==> config.mk <==
export PLATFORM = sky130hd
export DESIGN_NAME = wb_gpio
export DESIGN_NICKNAME = d
export VERILOG_FILES = /design/src/rtl/wb_gpio_pkg.sv /design/src/rtl/gpio_debounce.sv /design/src/rtl/wb_gpio.sv
export SDC_FILE = /design/constraint.sdc
export NUM_CORES = 1
export LEC_CHECK = 0
export BUFFER_PORTS_ARGS = -buffer_cell sky130_fd_sc_hd__buf_2
export CORE_UTILIZATION = 40
export CTS_CLUSTER_DIAMETER = 200
export DETAILED_ROUTE_END_ITERATION = 12
export GPL_TIMING_DRIVEN = 0
export PLACE_DENSITY = 0.68
export SYNTH_ARGS = -nofsm -noshare
export SYNTH_HDL_FRONTEND = slang
export SYNTH_HIERARCHICAL = 1
export SYNTH_SLANG_ARGS = --single-unit
==> constraint.sdc <==
create_clock -name clk -period 2.6 [get_ports clk]
set_input_delay 0.39 -clock clk [delete_from_list [all_inputs] [get_ports clk]]
set_output_delay 0.39 -clock clk [all_outputs]
set_load 0.01 [all_outputs]
==> src/rtl/wb_gpio_pkg.sv <==
// Shared definitions for the Wishbone GPIO block: register offsets, register
// index enum and the byte-lane expansion helper.
package wb_gpio_pkg;

    localparam logic [4:0] ADR_OUT   = 5'h00;
    localparam logic [4:0] ADR_SET   = 5'h04;
    localparam logic [4:0] ADR_CLR   = 5'h08;
    localparam logic [4:0] ADR_TGL   = 5'h0C;
    localparam logic [4:0] ADR_IN    = 5'h10;
    localparam logic [4:0] ADR_IEN   = 5'h14;
    localparam logic [4:0] ADR_IPEND = 5'h18;
    localparam logic [4:0] ADR_IPOL  = 5'h1C;

    typedef enum logic [2:0] {
        REG_OUT   = 3'd0,
        REG_SET   = 3'd1,
        REG_CLR   = 3'd2,
        REG_TGL   = 3'd3,
        REG_IN    = 3'd4,
        REG_IEN   = 3'd5,
        REG_IPEND = 3'd6,
        REG_IPOL  = 3'd7
    } reg_idx_t;

    function automatic logic [31:0] lane_mask(input logic [3:0] sel);
        logic [31:0] m;
        for (int i = 0; i < 4; i++) begin
            m[8*i +: 8] = {8{sel[i]}};
        end
        return m;
    endfunction

endpackage

==> src/rtl/gpio_debounce.sv <==
// One input pin: two-flop synchroniser followed by a stability counter.
// 'change' is high in the cycle before 'stable' flips, so edge logic can act on the same edge.
module gpio_debounce #(
    parameter int DEBOUNCE = 16
) (
    input  logic clk,
    input  logic rst,
    input  logic pin,
    output logic stable,
    output logic change
);

    logic sync1_reg;
    logic sync2_reg;

    always_ff @(posedge clk) begin
        if (rst) begin
            sync1_reg <= 1'b0;
            sync2_reg <= 1'b0;
        end else begin
            sync1_reg <= pin;
            sync2_reg <= sync1_reg;
        end
    end

    generate
        if (DEBOUNCE == 0) begin : g_bypass
            assign stable = sync2_reg;
            assign change = sync1_reg ^ sync2_reg;
        end else begin : g_filter
            localparam int CW = $clog2(DEBOUNCE + 1);
            localparam logic [CW-1:0] LAST = CW'(DEBOUNCE - 1);

            logic [CW-1:0] cnt_reg;
            logic          stable_reg;

            // The DEBOUNCE-th consecutive mismatch commits the new value.
            always_ff @(posedge clk) begin
                if (rst) begin
                    cnt_reg    <= '0;
                    stable_reg <= 1'b0;
                end else if (sync2_reg == stable_reg) begin
                    cnt_reg <= '0;
                end else if (cnt_reg == LAST) begin
                    stable_reg <= sync2_reg;
                    cnt_reg    <= '0;
                end else begin
                    cnt_reg <= cnt_reg + 1'b1;
                end
            end

            assign stable = stable_reg;
            assign change = (sync2_reg != stable_reg) && (cnt_reg == LAST);
        end
    endgenerate

endmodule

==> src/rtl/wb_gpio.sv <==
// Pipelined Wishbone GPIO block: output register with set/clear/toggle aliases,
// debounced inputs, per-pin edge interrupts with selectable polarity.
module wb_gpio
    import wb_gpio_pkg::*;
#(
    parameter int           N         = 4,
    parameter int           DEBOUNCE  = 16,
    parameter logic [N-1:0] RESET_OUT = '0
) (
    input  logic          clk,
    input  logic          rst,
    input  logic [31:2]   wb_adr,
    input  logic [31:0]   wb_dat_m,
    input  logic [3:0]    wb_sel,
    input  logic          wb_we,
    input  logic          wb_stb,
    input  logic          wb_cyc,
    output logic [31:0]   wb_dat_s,
    output logic          wb_ack,
    output logic          wb_stall,
    output logic          wb_err,
    input  logic [N-1:0]  gpio_i,
    output logic [N-1:0]  gpio_o,
    output logic          irq
);

    logic [N-1:0] in_bits;
    logic [N-1:0] change;

    generate
        for (genvar gi = 0; gi < N; gi++) begin : g_pin
            gpio_debounce #(.DEBOUNCE(DEBOUNCE)) u_debounce (
                .clk    (clk),
                .rst    (rst),
                .pin    (gpio_i[gi]),
                .stable (in_bits[gi]),
                .change (change[gi])
            );
        end
    endgenerate

    logic [N-1:0] out_reg, out_next;
    logic [N-1:0] ien_reg, ien_next;
    logic [N-1:0] ipend_reg, ipend_next;
    logic [N-1:0] ipol_reg, ipol_next;
    logic         ack_reg;
    logic         irq_reg;
    logic [31:0]  dat_s_reg;

    logic         accept;
    logic         mapped;
    reg_idx_t     idx;
    logic [31:0]  lane_m;
    logic [31:0]  wr_bits;
    logic [N-1:0] mask_n;
    logic [N-1:0] wr_n;
    logic [N-1:0] ipend_clr;
    logic [N-1:0] edge_hit;
    logic [N-1:0] rd_n;
    logic [31:0]  rd_data;
    logic         unused_hi;

    assign accept  = wb_cyc & wb_stb;
    assign mapped  = (wb_adr[31:5] == '0);
    assign lane_m  = lane_mask(wb_sel);
    assign wr_bits = wb_dat_m & lane_m;
    assign mask_n  = lane_m[N-1:0];
    assign wr_n    = wr_bits[N-1:0];
    assign unused_hi = ^{wr_bits, lane_m};

    // 'change' means the stable value is about to invert, so the current stable value
    // tells the direction: a rising edge is a change while stable is 0.
    assign edge_hit = change & ~(in_bits ^ ipol_reg);

    always_comb begin
        idx = REG_OUT;
        case ({wb_adr[4:2], 2'b00})
            ADR_OUT:   idx = REG_OUT;
            ADR_SET:   idx = REG_SET;
            ADR_CLR:   idx = REG_CLR;
            ADR_TGL:   idx = REG_TGL;
            ADR_IN:    idx = REG_IN;
            ADR_IEN:   idx = REG_IEN;
            ADR_IPEND: idx = REG_IPEND;
            ADR_IPOL:  idx = REG_IPOL;
            default:   idx = REG_OUT;
        endcase
    end

    always_comb begin
        out_next  = out_reg;
        ien_next  = ien_reg;
        ipol_next = ipol_reg;
        ipend_clr = '0;
        if (accept && wb_we && mapped) begin
            case (idx)
                REG_OUT:   out_next  = (out_reg & ~mask_n) | wr_n;
                REG_SET:   out_next  = out_reg | wr_n;
                REG_CLR:   out_next  = out_reg & ~wr_n;
                REG_TGL:   out_next  = out_reg ^ wr_n;
                REG_IEN:   ien_next  = (ien_reg & ~mask_n) | wr_n;
                REG_IPEND: ipend_clr = wr_n;
                REG_IPOL:  ipol_next = (ipol_reg & ~mask_n) | wr_n;
                default:   ;
            endcase
        end
        // A fresh edge beats a simultaneous write-one-to-clear.
        ipend_next = (ipend_reg & ~ipend_clr) | edge_hit;
    end

    always_comb begin
        rd_n = '0;
        if (mapped) begin
            case (idx)
                REG_OUT:   rd_n = out_reg;
                REG_IN:    rd_n = in_bits;
                REG_IEN:   rd_n = ien_reg;
                REG_IPEND: rd_n = ipend_reg;
                REG_IPOL:  rd_n = ipol_reg;
                default:   rd_n = '0;
            endcase
        end
        rd_data = '0;
        rd_data[N-1:0] = rd_n;
    end

    always_ff @(posedge clk) begin
        if (rst) begin
            out_reg   <= RESET_OUT;
            ien_reg   <= '0;
            ipend_reg <= '0;
            ipol_reg  <= '0;
            ack_reg   <= 1'b0;
            irq_reg   <= 1'b0;
            dat_s_reg <= '0;
        end else begin
            out_reg   <= out_next;
            ien_reg   <= ien_next;
            ipend_reg <= ipend_next;
            ipol_reg  <= ipol_next;
            ack_reg   <= accept;
            irq_reg   <= |(ipend_reg & ien_reg);
            dat_s_reg <= (accept && !wb_we) ? rd_data : '0;
        end
    end

    assign wb_dat_s = dat_s_reg;
    assign wb_ack   = ack_reg;
    assign wb_stall = 1'b0;
    assign wb_err   = 1'b0;
    assign gpio_o   = out_reg;
    assign irq      = irq_reg;

endmodule

# After elaboration in Yosys (flattened, before gate mapping)
# Index checks and enable logic that the tools add are counted.
totals:
  register_bits: 82
  input_bits: 75
  output_inout_bits: 40
  elab_cells: 110
classes:
  addsub: 4
  eq_ne: 26
  mux: 5
  bitwise_logic: 26
  reduce_logical: 25
op_table:
  columns: ["operator", "count"]
  rows:
  - ["AND 4 bit", 8]
  - ["zero test 27 bit", 1]
  - ["== test 3 bit, second input constant", 8]
  - ["case mux 3 bit (8 select lines)", 1]
  - ["adder 5 x 1 -> 5 bit, second input constant", 4]
  - ["== test 5 x 4 -> 1 bit, second input constant", 4]
  - ["bitwise OR 4 bit", 5]
  - ["case mux 4 bit (5 select lines)", 1]
  - ["inverter 4 bit", 4]
  - ["case mux 4 bit (4 select lines)", 1]
  - ["OR reduction 3 bit", 5]
  - ["AND reduction 2 bit", 7]
  - ["== test 3 x 2 -> 1 bit, second input constant", 4]
  - ["two-way mux 4 bit", 2]
  - ["bitwise XOR 4 bit", 2]
  - ["logical AND 1 bit", 7]
  - ["== test 3 x 1 -> 1 bit, second input constant", 2]
  - ["zero test 3 bit", 2]
  - ["inverter 1 bit", 6]
  - ["== test 1 bit", 4]
  - ["!= test 1 bit", 4]
  - ["nonzero test 4 bit", 1]
  - ["OR reduction 4 bit", 1]
  - ["AND 1 bit", 1]
  - ["zero test 1 bit", 1]

# Logic depth before layout (Yosys ltp)
depth:
  depth_word: 8
  ltp_mapped: 6
  depth_no_buf: 6

# By module
# Netlist, hierarchy kept.
modules_own_cells:
  columns: ["module", "instances", "cells_per_inst", "area_each_um2", "seq_area_each_um2"]
  rows:
  - ["wb_gpio", 1, 204, 1716.6, 440.4]
  - ["gpio_debounce", 4, 28, 292.8, 160.2]

# Worst setup path before layout
# OpenSTA, ideal clock, no wires.
synth_timing:
  path_kind: "in2reg"
  from: "input wb_adr[17] in the netlist's numbering"
  to: "register (tool-made name)"
  setup_ns: 0.132
  arrival_ns: 1.495
  required_time_ns: 2.468
  slack_ns: 0.973
  path_stages: 4
  n_path_buf: 0
  cell_sequence: "nor4_1 nand4_1 o31ai_1 a21oi_1"
synth_rtl:
  columns: ["item", "line", "rtl"]
  rows:
  - ["start: declaration", "wb_gpio.sv:12", "input logic [31:2] wb_adr,"]

==> reports/qor.yml <==
routed_via_density: 4.89
setup_violations: 0
clock_latency_ps: 310
synthArstFlopShare_pct: 0
netlist_instances: 316
ctsResizeCount: 0
total_power_mw: 1.67
layout-area-overhead-vs-synth_pct: 21.7
tns_ps: 0
drc: 0
cp.arrival_ps: 1960
path_delay_family: "simple AND/OR/NAND/NOR gates"
setup_ws_ps: 808
die_area_um2: 7560
firstDrtPassIters: 4
worst_setup_path_start_kind: "primary input"
tightest_slew_ps: 589
grt_pass1_wl_mm: 10.1
crit_fanout: 8
hold_ws_ps: 283
start_util_pct: 42.0
slew_violations: 0
place_hpwl_mm: 4.88
clockBufferDepth: 2
cap_violations: 0
fin_crit_sh_pct: 68.9
final_cells: 501
avgSynthCellArea_um2: 9.14
wl_per_cell_um: 12.4
antennaDiodeCount: 0
cts_max_level: 2
routed_wl_mm: 6.21
grt_pass1_vias: 2257
crit_path_top_delay_cell: "nor4_1"
fin_nets: 491
antenna_found_initial: 0
io_buffers: 52
ys_ff_latch: 54
grt_overflow: 0
core.rowCount: 30
max_stage_delay_ps: 530
ys_seq_area_share_pct: 37.4
path_class: "primary input to register"
min_period_ps: 1790
die_y_um: 87.0
grt_max_degree: 21
drive_gt1_share_pct: 28.6
clock_sinks: 54
ir_worst_vdd_mv: 0.263
hp-class: "primary input to register"
synth-edff-count: 0
synth_warnings: 6
cts_setup_buffers: 0
clk_pin_slew_worst_paths_ps: 100
total_leakage_power_nw: 1.55
final_cell_area_um2: 3510
synth_cell_types: 46
syn_area_um2: 2890
maxSlewHeadroom_pct: 60.3
dp_slack_ps: 500
rsz0062_at_grt: "no"
status: "finished clean"
fin_util_pct: 51.2
final_antenna_net_count: 0
coreArea_um2: 6870
path_cells: "buf_2 -> nor4_1 -> nand4_1 -> o31ai_1 -> a21oi_1"
finalWeightedCongestion: 0.965
drt-initial-drc-count: 93
numCtsBuffers: 5
fp.dieW_um: 87.0
grt_use_total_pct: 17.4
clock_skew_ps: 10.5
dominantRegCellSynth: "dfxtp_1"
end_kind: "register"
placed_cell_area_um2: 3380
cts_root_buf: "clkbuf_8"
cts_tree: "done"
ctsHoldBuffers: 0
power.density_nw_per_um2: 475
ios: 115
vias: 2450
path_buf_inv: 1
max_freq_mhz: 558
dp_cells: 493
cp.required_ps: 2770
hold_viol_final: 0
## Yosys cell counts (3+ instances only)
cell type   n  share of area (%)
dfxtp_1    54                 37
nor2_1     32                4.2
buf_4      30                7.8
nand2_1    13                1.7
nand4_1    13                2.8
ha_1       12                5.2
nand3_1    12                2.1
a21oi_1     9                1.6
and3_1      9                1.9
nor2b_1     9                1.9
clkbuf_1    8                1.0
o31ai_1     8                2.1
xnor2_1     8                2.4
xor2_1      8                2.4
inv_1       7               0.91
nand2b_1    7                1.5
a22oi_1     6                1.6
nor4_1      5                1.1
a22o_1      4                1.2
a2bb2oi_1   4                1.2
and2_1      4               0.87
and2_2      4                1.0
and3_2      4                1.0
mux2_2      4                1.6
mux2i_1     4                1.4
nand2_2     4               0.87
o311ai_0    4                1.2
a221oi_1    3               0.91
buf_2       3               0.52
nor4_4      3                2.2
o32ai_1     3               0.91
## cells in the final DEF, fill, tap and decap left out, types with 5 or more instances in the layout
master    synthesis  routed
a21oi_1           9       9
a22oi_1           6       6
and3_1            9       9
buf_2             3      55
buf_4            30      30
clkbuf_1          8       8
clkbuf_8          0       5
conb_1            1      30
dfxtp_1          54      54
ha_1             12      12
inv_1             7       7
nand2_1          13      13
nand2b_1          7       7
nand3_1          12      12
nand4_1          13      13
nor2_1           32      32
nor2b_1           9       9
nor4_1            5       5
o31ai_1           8       8
xnor2_1           8       8
xor2_1            8       8
## worst register-to-register path, cell delays in order, from the launching register on
cell and delay (ps):
dfxtp_1 330, ha_1 220, and3_1 190, ha_1 210
nor2_1 190, nand2_2 110, nor2_1 120
## final cells by class
class	instances	area, um2
plain buffers	41	270
fillers	700	3350
well taps	96	120
clock inverters	3	68.8
flip-flops and latches	54	1080
clock buffers	5	68.8
multi-input cells	243	1620
repair buffers	52	260
inverters	7	26.3
## final timing paths
check,startpoint,end,slack (ps),depth (start not counted)
worst max register to register,g_pin[3].u_debounce/g_filter.cnt_reg[0]$_SDFF_PP0_,g_pin[3].u_debounce/g_filter.cnt_reg[2]$_SDFF_PP0_,1180,6
worst min register to register,g_pin[3].u_debounce/g_filter.cnt_reg[0]$_SDFF_PP0_,g_pin[3].u_debounce/g_filter.cnt_reg[0]$_SDFF_PP0_,450,1
worst max-delay path,wb_adr[17],register,810,5
worst min-delay path,gpio_i[0],g_pin[0].u_debounce/sync1_reg$_SDFF_PP0_,280,2
## report_power, final
part / switching, mW / internal [mW]
combinational: 0.0984 / 0.0797
clock: 0.268 / 0.386
sequential: 0.00382 / 0.835
## cell families (layout without fill, tap and decap cells)
logic type | count (synthesis) | count (layout) | share of synthesized area [%]
mux | 8 | 8 | 2.95
buf+inv | 48 | 108 | 10.3
flops | 54 | 54 | 37.4
compound gates | 47 | 47 | 12.5
fa+ha+maj | 12 | 12 | 5.20
simple gates | 130 | 130 | 26.7
other cells | 1 | 30 | 0.130
xor+xnor | 16 | 16 | 4.85
## per-layer routing
| layer | global-route usage, % | share of wire [%] |
|---|---|---|
| met5 | 0 | 0 |
| met4 | 6.21 | 1.6 |
| met3 | 2.84 | 5.9 |
| met2 | 31.3 | 49 |
| met1 | 20.8 | 43 |
Power figures use the tool's default switching activity.
